$ cat src/rtl/rx_frontend.sv
// rx_frontend: receive-side front end between the ADC pins and the DDC chain.
// Per cycle: channel select/swap/invert, left-justify to 24 bits, per-channel
// DC removal (tracking or frozen offset), IQ magnitude/phase correction, and
// clipped 24-bit I/Q output. Fixed 4-clock latency, no stalls.
//
// Ports:
//   clk, rst            clock; synchronous active-high reset
//   set_stb/addr/data   settings bus (BASE+0 ctrl, +1 I DC, +2 Q DC,
//                       +3 mag_corr, +4 phase_corr)
//   adc_a, adc_b        signed ADC samples, WIDTH_IN bits
//   run                 enables DC tracking updates
//   i_out, q_out        corrected signed 24-bit I/Q, registered
module rx_frontend #(
  parameter int BASE        = 0,
  parameter int WIDTH_IN    = 14,
  parameter int ALPHA_SHIFT = 20,
  parameter int IQCOMP_EN   = 1
) (
  input  logic                clk,
  input  logic                rst,
  input  logic                set_stb,
  input  logic [7:0]          set_addr,
  input  logic [31:0]         set_data,
  input  logic [WIDTH_IN-1:0] adc_a,
  input  logic [WIDTH_IN-1:0] adc_b,
  input  logic                run,
  output logic [23:0]         i_out,
  output logic [23:0]         q_out
);

  localparam int AW = 24 + ALPHA_SHIFT;
  localparam logic [7:0] A_CTRL  = 8'(BASE);
  localparam logic [7:0] A_DCI   = 8'(BASE + 1);
  localparam logic [7:0] A_DCQ   = 8'(BASE + 2);
  localparam logic [7:0] A_MAG   = 8'(BASE + 3);
  localparam logic [7:0] A_PHASE = 8'(BASE + 4);

  // 25-bit signed result clipped to the 24-bit range
  function automatic logic [23:0] clip25(input logic [24:0] v);
    if (v[24] != v[23]) return v[24] ? 24'h800000 : 24'h7FFFFF;
    return v[23:0];
  endfunction

  function automatic logic [23:0] justify(input logic [WIDTH_IN-1:0] s);
    return 24'(s) << (24 - WIDTH_IN);
  endfunction

  // negation that maps the most negative value to the most positive one
  function automatic logic [23:0] sneg(input logic [23:0] v);
    return (v == 24'h800000) ? 24'h7FFFFF : (~v + 24'd1);
  endfunction

  // accumulator add that pins at the accumulator's own limits
  function automatic logic [AW-1:0] acc_add(input logic [AW-1:0] a, input logic [23:0] d);
    logic [AW:0] s;
    s = {a[AW-1], a} + {{(AW - 23){d[23]}}, d};
    if (s[AW] != s[AW-1])
      return s[AW] ? {1'b1, {(AW - 1){1'b0}}} : {1'b0, {(AW - 1){1'b1}}};
    return s[AW-1:0];
  endfunction

  // settings and DC loop state
  logic [2:0]    ctrl_q, ctrl_d;
  logic [AW-1:0] acc_i_q, acc_i_d, acc_q_q, acc_q_d;
  logic          fix_i_q, fix_i_d, fix_q_q, fix_q_d;
  logic [17:0]   mag_q, mag_d, phase_q, phase_d;

  // pipeline
  logic [23:0]   x_i_q, x_i_d, x_q_q, x_q_d;     // S1
  logic [23:0]   d_i_q, d_i_d, d_q_q, d_q_d;     // S2
  logic [23:0]   d1_i_q, d1_q_q;                 // S3 aligned data
  logic [35:0]   pm_q, pm_d, pp_q, pp_d;         // S3 products
  logic [23:0]   out_i_q, out_i_d, out_q_q, out_q_d;

  logic [WIDTH_IN-1:0] a_sel_i, a_sel_q;
  logic [23:0]         off_i, off_q;

  always_comb begin
    ctrl_d  = ctrl_q;
    acc_i_d = acc_i_q;
    acc_q_d = acc_q_q;
    fix_i_d = fix_i_q;
    fix_q_d = fix_q_q;
    mag_d   = mag_q;
    phase_d = phase_q;

    if (run && !fix_i_q) acc_i_d = acc_add(acc_i_q, d_i_q);
    if (run && !fix_q_q) acc_q_d = acc_add(acc_q_q, d_q_q);

    // a write to an accumulator overrides that cycle's tracking update
    if (set_stb) begin
      case (set_addr)
        A_CTRL:  ctrl_d = set_data[2:0];
        A_DCI: begin
          acc_i_d = {set_data[23:0], {ALPHA_SHIFT{1'b0}}};
          fix_i_d = set_data[31];
        end
        A_DCQ: begin
          acc_q_d = {set_data[23:0], {ALPHA_SHIFT{1'b0}}};
          fix_q_d = set_data[31];
        end
        A_MAG:   mag_d   = set_data[17:0];
        A_PHASE: phase_d = set_data[17:0];
        default: ;
      endcase
    end
  end

  always_comb begin
    // S1: select, justify, optional saturating inversion
    a_sel_i = ctrl_q[0] ? adc_b : adc_a;
    a_sel_q = ctrl_q[0] ? adc_a : adc_b;
    x_i_d   = justify(a_sel_i);
    x_q_d   = justify(a_sel_q);
    if (ctrl_q[1]) x_i_d = sneg(x_i_d);
    if (ctrl_q[2]) x_q_d = sneg(x_q_d);

    // S2: subtract the integer part of the accumulator
    off_i = acc_i_q[ALPHA_SHIFT+23:ALPHA_SHIFT];
    off_q = acc_q_q[ALPHA_SHIFT+23:ALPHA_SHIFT];
    d_i_d = clip25({x_i_q[23], x_i_q} - {off_i[23], off_i});
    d_q_d = clip25({x_q_q[23], x_q_q} - {off_q[23], off_q});

    // S3: both correction terms are driven by I; zero products give a
    // plain pass-through with identical latency when correction is off
    pm_d = '0;
    pp_d = '0;
    if (IQCOMP_EN != 0) begin
      pm_d = $signed(d_i_q[23:6]) * $signed(mag_q);
      pp_d = $signed(d_i_q[23:6]) * $signed(phase_q);
    end

    // S4
    out_i_d = clip25({d1_i_q[23], d1_i_q} + {pm_q[35], pm_q[35:12]});
    out_q_d = clip25({d1_q_q[23], d1_q_q} + {pp_q[35], pp_q[35:12]});
  end

  always_ff @(posedge clk) begin
    if (rst) begin
      ctrl_q  <= '0;
      acc_i_q <= '0;
      acc_q_q <= '0;
      fix_i_q <= 1'b0;
      fix_q_q <= 1'b0;
      mag_q   <= '0;
      phase_q <= '0;
      x_i_q   <= '0;
      x_q_q   <= '0;
      d_i_q   <= '0;
      d_q_q   <= '0;
      d1_i_q  <= '0;
      d1_q_q  <= '0;
      pm_q    <= '0;
      pp_q    <= '0;
      out_i_q <= '0;
      out_q_q <= '0;
    end else begin
      ctrl_q  <= ctrl_d;
      acc_i_q <= acc_i_d;
      acc_q_q <= acc_q_d;
      fix_i_q <= fix_i_d;
      fix_q_q <= fix_q_d;
      mag_q   <= mag_d;
      phase_q <= phase_d;
      x_i_q   <= x_i_d;
      x_q_q   <= x_q_d;
      d_i_q   <= d_i_d;
      d_q_q   <= d_q_d;
      d1_i_q  <= d_i_q;
      d1_q_q  <= d_q_q;
      pm_q    <= pm_d;
      pp_q    <= pp_d;
      out_i_q <= out_i_d;
      out_q_q <= out_q_d;
    end
  end

  assign i_out = out_i_q;
  assign q_out = out_q_q;

  logic unused_bits;
  assign unused_bits = ^{set_data[30:24], pm_q[11:0], pp_q[11:0]};

endmodule
$ cat config.mk
export PLATFORM = sky130hd
export DESIGN_NAME = rx_frontend
export DESIGN_NICKNAME = d
export VERILOG_FILES = /design/src/rtl/rx_frontend.sv
export SDC_FILE = /design/constraint.sdc
export NUM_CORES = 2
export LEC_CHECK = 0
export CAP_MARGIN = 20
export CORE_UTILIZATION = 40
export CTS_CLUSTER_SIZE = 14
export DETAILED_ROUTE_END_ITERATION = 8
export PLACE_DENSITY = 0.54
export SYNTH_ARGS = -nofsm -noshare
export SYNTH_HDL_FRONTEND = slang
export SYNTH_SLANG_ARGS = --single-unit
$ cat constraint.sdc
create_clock -name clk -period 9.6 [get_ports clk]
set_input_delay 1.92 -clock clk [delete_from_list [all_inputs] [get_ports clk]]
set_output_delay 1.92 -clock clk [all_outputs]
set_load 0.05 [all_outputs]
* Yosys cells after proc, flatten, opt, wreduce, memory -nomap -nowiden
Index checks and enable logic that the tools add are counted.
Word-level totals: register bits 393, latch bits 0, bits in writable memories 0, memory bits (read-only) 0, bits of input ports 72, output and inout port bits 48, logic and storage cells 95, memories kept 0
Operators by class: $add $sub $neg 8, multipliers 2, divide/modulo/power cells 0, magnitude comparators 0, equal/unequal tests 12, shift operators 0, mux-type cells 38, bitwise operators 4, reductions and logical operators 12
Operator list (number):
- $mux 44 | 12
- $mux 24 | 16
- $add 44x24->45 | 2
- $mul 18x18->36 | 2
- $add 24x24->25 | 2
- $sub 24x24->25 | 2
- $add 24x1->24 const B | 2
- $not 24->24 | 2
- $eq 14x14->1 const B | 2
- $mux 14 | 2
- $eq 8x2->1 const B | 2
- $reduce_and 2->1 | 5
- $eq 8x1->1 const B | 1
- $eq 8x3->1 const B | 1
- $logic_not 8->1 | 1
- $mux 1 | 8
- $ne 1x1->1 | 6
- $reduce_or 2->1 | 2
- $logic_and 1x1->1 | 2
- $logic_not 1->1 | 2
- $not 1->1 | 2

* Depth between registers and ports, before layout
depth in word-level cells 8, mapped depth 27, gate-level depth less buffers 25

* Worst setup path before layout
No wires, ideal clock.
path kind register to register, start point register d_i_q[23], end point register pp_q[35], setup time 0.128 ns, arrival 6.920 ns, required time 9.472 ns, slack 2.552 ns, cell stages (with the launch flop) 24, buffers on the path 2, clock period less this slack 7.048 ns, cell sequence dfxtp_1 -> clkbuf_1 -> clkbuf_1 -> nand2_1 -> fa_1 -> inv_1 -> fa_1 -> inv_1 -> fa_1 -> fa_1 -> fa_1 -> fa_1 -> inv_1 -> ha_1 -> a211o_1 -> a211oi_2 -> and2b_1 -> o31a_1 -> a211oi_1 -> or4_4 -> a31o_2 -> a31oi_1 -> xnor2_1 -> nor2_1
Between the ends: longest elaborated chain between the ends 1
Ends and longest elaborated chain:
- from (decl) | line 70 | logic [23:0] d_i_q, d_i_d, d_q_q, d_q_d;
- from (signal assigned) | line 167 | d_i_q <= d_i_d;
- $mul 18x18->36 | line 130 | pp_d = $signed(d_i_q[23:6]) * $signed(phase_q);
- to (signal assigned) | line 172 | pp_q <= pp_d;
- to (decl) | line 72 | logic [35:0] pm_q, pm_d, pp_q, pp_d;
No other way between the ends. A chain may end at the register's enable or synchronous reset.

* Worst setup path in the final report
start point register d_i_q[21], end point register pm_q[33]
Between the ends: longest elaborated chain between the ends 1
Ends and longest elaborated chain:
- $mul 18x18->36 | line 129 | pm_d = $signed(d_i_q[23:6]) * $signed(mag_q);
- to (signal assigned) | line 171 | pm_q <= pm_d;
- to (decl) | line 72
No other way between the ends.

==> metrics.txt <==
row cnt=123; crit-path max cell delay=0.94 ns; hold endpoint=fix_i_q$_SDFFE_PP0P_; Startpoint Class=register; Clock Skews=~0.026 ns; sequential-to-total area share from yosys stat=0.155; crit path max-delay cell type=dfxtp_1; Clock Tree Buf Depth=3; drt pass-1 iters=6; worst skew pair latency=~0.58 ns; P_leak=23.6 nW; Crit path arrival time=8.21 ns; RSZ-0062 raised after global routing=false; Post-CTS Resized=0; Total Power=between 6 and 7 mW; chip height=339 um; # Post-CTS Setup Buffers=0; non-filler instance count after layout=6720; Worst R2R End=pm_q[33]$_SDFF_PP0_; mux contribution to synthesized area=0.0117; Syn. warnings=0; Area after DPL=47800 um2; Syn Std Cell Area=around 45000 um2; Setup Viol. Count Final=0; Wirelength per Cell=20.1 um; total negative slack=0 ns; Buf/Inv on CP=5; number of max-cap violations=0; GRT Util Overall=0.237; GP Congestion=0.902; clock buffer count from CTS=42; most frequent cells in the layout=inv_1 (844), fa_1 (662), nand2_1 (501); Final Max Slew Viols=0; most frequent cell on the critical path=fa_1; Max-slew headroom=0.198; Placed Instances=~6600; post-route cell area=between 40000 and 50000 um2; initial antenna violation count=4; initial core utilization=0.403; syn avg cell area=8.68 um2; XOR/XNOR Fraction of Synth Area=0.0473; min-delay worst type=register to register; input/output buffers=between 100 and 150; Critical Path RT=10.02 ns; share of cells above drive strength 1=0.0401; IO Pins=120; vias per cell=5.25; worst slew pin tran=between 1 and 1.5 ns; IR Drop Worst-Case VDD=0.0977 mV; grt ovf=0; global-route wire length before repair=approximately 210000 um; largest family of logic cells by synthesized area=adder cells; syn_nets=6315; most common cell after layout, fill and taps aside=inv_1; PD cells=140 nW/um2; Post-Synth Simple-Gate Area=0.158; drt drc=0; Fin. Hold Viols=0; CP Class=register to register; status=finished clean; overall die area=115000 um2; # H-tree levels=2; Worst Hold Launch=fix_i_q$_SDFFE_PP0P_; largest net degree at the start of global routing=70; Area Growth Syn to Fin=8.95%; Post-Route WL=135000 um; worst path cell trace=buf_4, and2_1, fa_1, fa_1, inv_1, fa_1, fa_1, inv_1, fa_1, inv_1, fa_1, inv_1, ha_1, nand4_1, nor2_1, a22oi_1, a31oi_1, o21ai_0, o21ai_0, o41a_1, a21oi_1, xor2_1, nor2_1; delay-heaviest family, CP=adder cells; TritonCTS clock tree=built; CTS Sinks=351; antenna-violating nets left=0; Hold Path Stages=2; number of cells on the worst reg-to-reg path=23; Total Nets Final=6282; Crit. End Element=register; Worst-path clk slew=0.06 ns; slack of the critical path=1.81 ns; FMAX=approximately 130 MHz; cts hold-fix bufs=0; Min Hold Slack=about 0.50 ns; compound-cell area share of the yosys netlist=0.134; Post-synth EDFFs=0; critical path fanouts, max=11; post-layout util=0.439; r2r setup slk=1.81 ns; Root Driver=clkbuf_16; Tmin final=roughly 8 ns; Die W=339 um; worst r2r src=d_i_q[21]$_SDFF_PP0_; Core Area=112000 um2; #FFs+latches synth=351; Async SR Flop Fraction=0; HPWL after DPL=107000 um; Synth Instances=5219; Vias=35300; adder-cell share of the synthesized area=0.401; DR iter-0 viols=2148; pre-CTS WS=1.69 ns; Synth cell types=96; Tcrit/Tclk final=0.811; number of global-route vias before repair=~36000; Synth Flop Type=dfxtp_1
==> report_power, final <==
group          total, mW  switching (mW)  internal (mW)
logic               3.07            1.93           1.14
clock network       1.75           0.664           1.09
registers           2.11           0.399           1.71
total               6.93            2.99           3.94
==> per-layer routing <==
| layer | wire length, um | share of wire | GRT usage |
|---|---|---|---|
| met1 | 61300 | 0.46 | 0.331 |
| met2 | 64200 | 0.48 | 0.394 |
| met3 | 5950 | 0.044 | 0.0207 |
| met4 | 3290 | 0.024 | 0.0565 |
| met5 | 20 | 0.00015 | 0 |
==> sequential cells by signal (all words and copies together) (netlist names), 15 cells and up <==
signal	cells
acc_i_q	44
acc_q_q	44
d1_i_q	24
d1_q_q	24
d_i_q	24
d_q_q	24
i_out	24
mag_q	18
phase_q	18
pm_q	24
pp_q	24
q_out	24
x_i_q	15
x_q_q	15
==> synth_stat cells, types with 13 or more instances <==
master	number	area (um2)
fa_1	662	13300
and2_1	325	2030
nand3_1	55	275
a31oi_1	30	188
nor4_1	31	194
clkbuf_1	219	822
o21bai_1	24	180
and3_1	33	206
xnor2_1	141	1230
nor3_1	60	300
and4_1	13	114
inv_1	844	3170
buf_2	32	160
nand2_1	501	1880
nor2_1	234	878
o21ai_0	223	1120
a21o_1	112	841
nor2b_1	73	457
o21a_1	27	203
maj3_1	40	400
or2_2	13	81.3
o21ai_1	14	70.1
a21oi_1	336	1680
dfxtp_1	351	7030
mux2i_1	53	531
nand2b_1	48	300
xor2_1	99	867
o211ai_1	27	203
a211oi_1	31	233
nand4_1	23	144
ha_1	362	4530
o31ai_1	16	120
==> worst min-delay path, delay by kind of cell, from the launching register on <==
| family | cells | cell delay (ns) |
|---|---|---|
| flops | 1 | 0.34 |
| simple gates | 1 | 0.06 |
| compound gates | 1 | 0.05 |
==> cell families after synthesis <==
family | after synthesis
flip-flops | 351
adder cells (fa/ha/maj) | 1065
XOR/XNOR | 242
buffers and inverters | 1100
multiplexers | 53
AO/OA/AOI/OAI | 961
AND/OR/NAND/NOR | 1447
==> cell type report <==
type / instances / area, um2
antenna: 2 / 5.00
sequential: 351 / 7030
tap: 1500 / 1880
inverter: 844 / 3170
clock buffer: 61 / 1280
multi-input combinational: 3768 / 34100
timing repair buffer: 179 / 1640
clock inverter: 15 / 243
fill: 11300 / 63000
==> how the worst max path moves through the flow <==
stage | startpoint | end | slack (ns) | cells after the start
4_1_cts | d_i_q[21]$_SDFF_PP0_ | pm_q[33]$_SDFF_PP0_ | 1.65 | 23
3_5_place_dp | d_i_q[21]$_SDFF_PP0_ | pm_q[33]$_SDFF_PP0_ | 1.69 | 23
3_3_place_gp | d_i_q[21]$_SDFF_PP0_ | pm_q[33]$_SDFF_PP0_ | 1.80 | 23
5_1_grt | d_i_q[13]$_SDFF_PP0_ | pm_q[33]$_SDFF_PP0_ | 1.43 | 23
6_report | d_i_q[21]$_SDFF_PP0_ | pm_q[33]$_SDFF_PP0_ | 1.81 | 23
2_1_floorplan | d_i_q[23]$_SDFF_PP0_ | pp_q[35]$_SDFF_PP0_ | 2.55 | 23
Note: power is estimated with default switching activity, not from simulation.
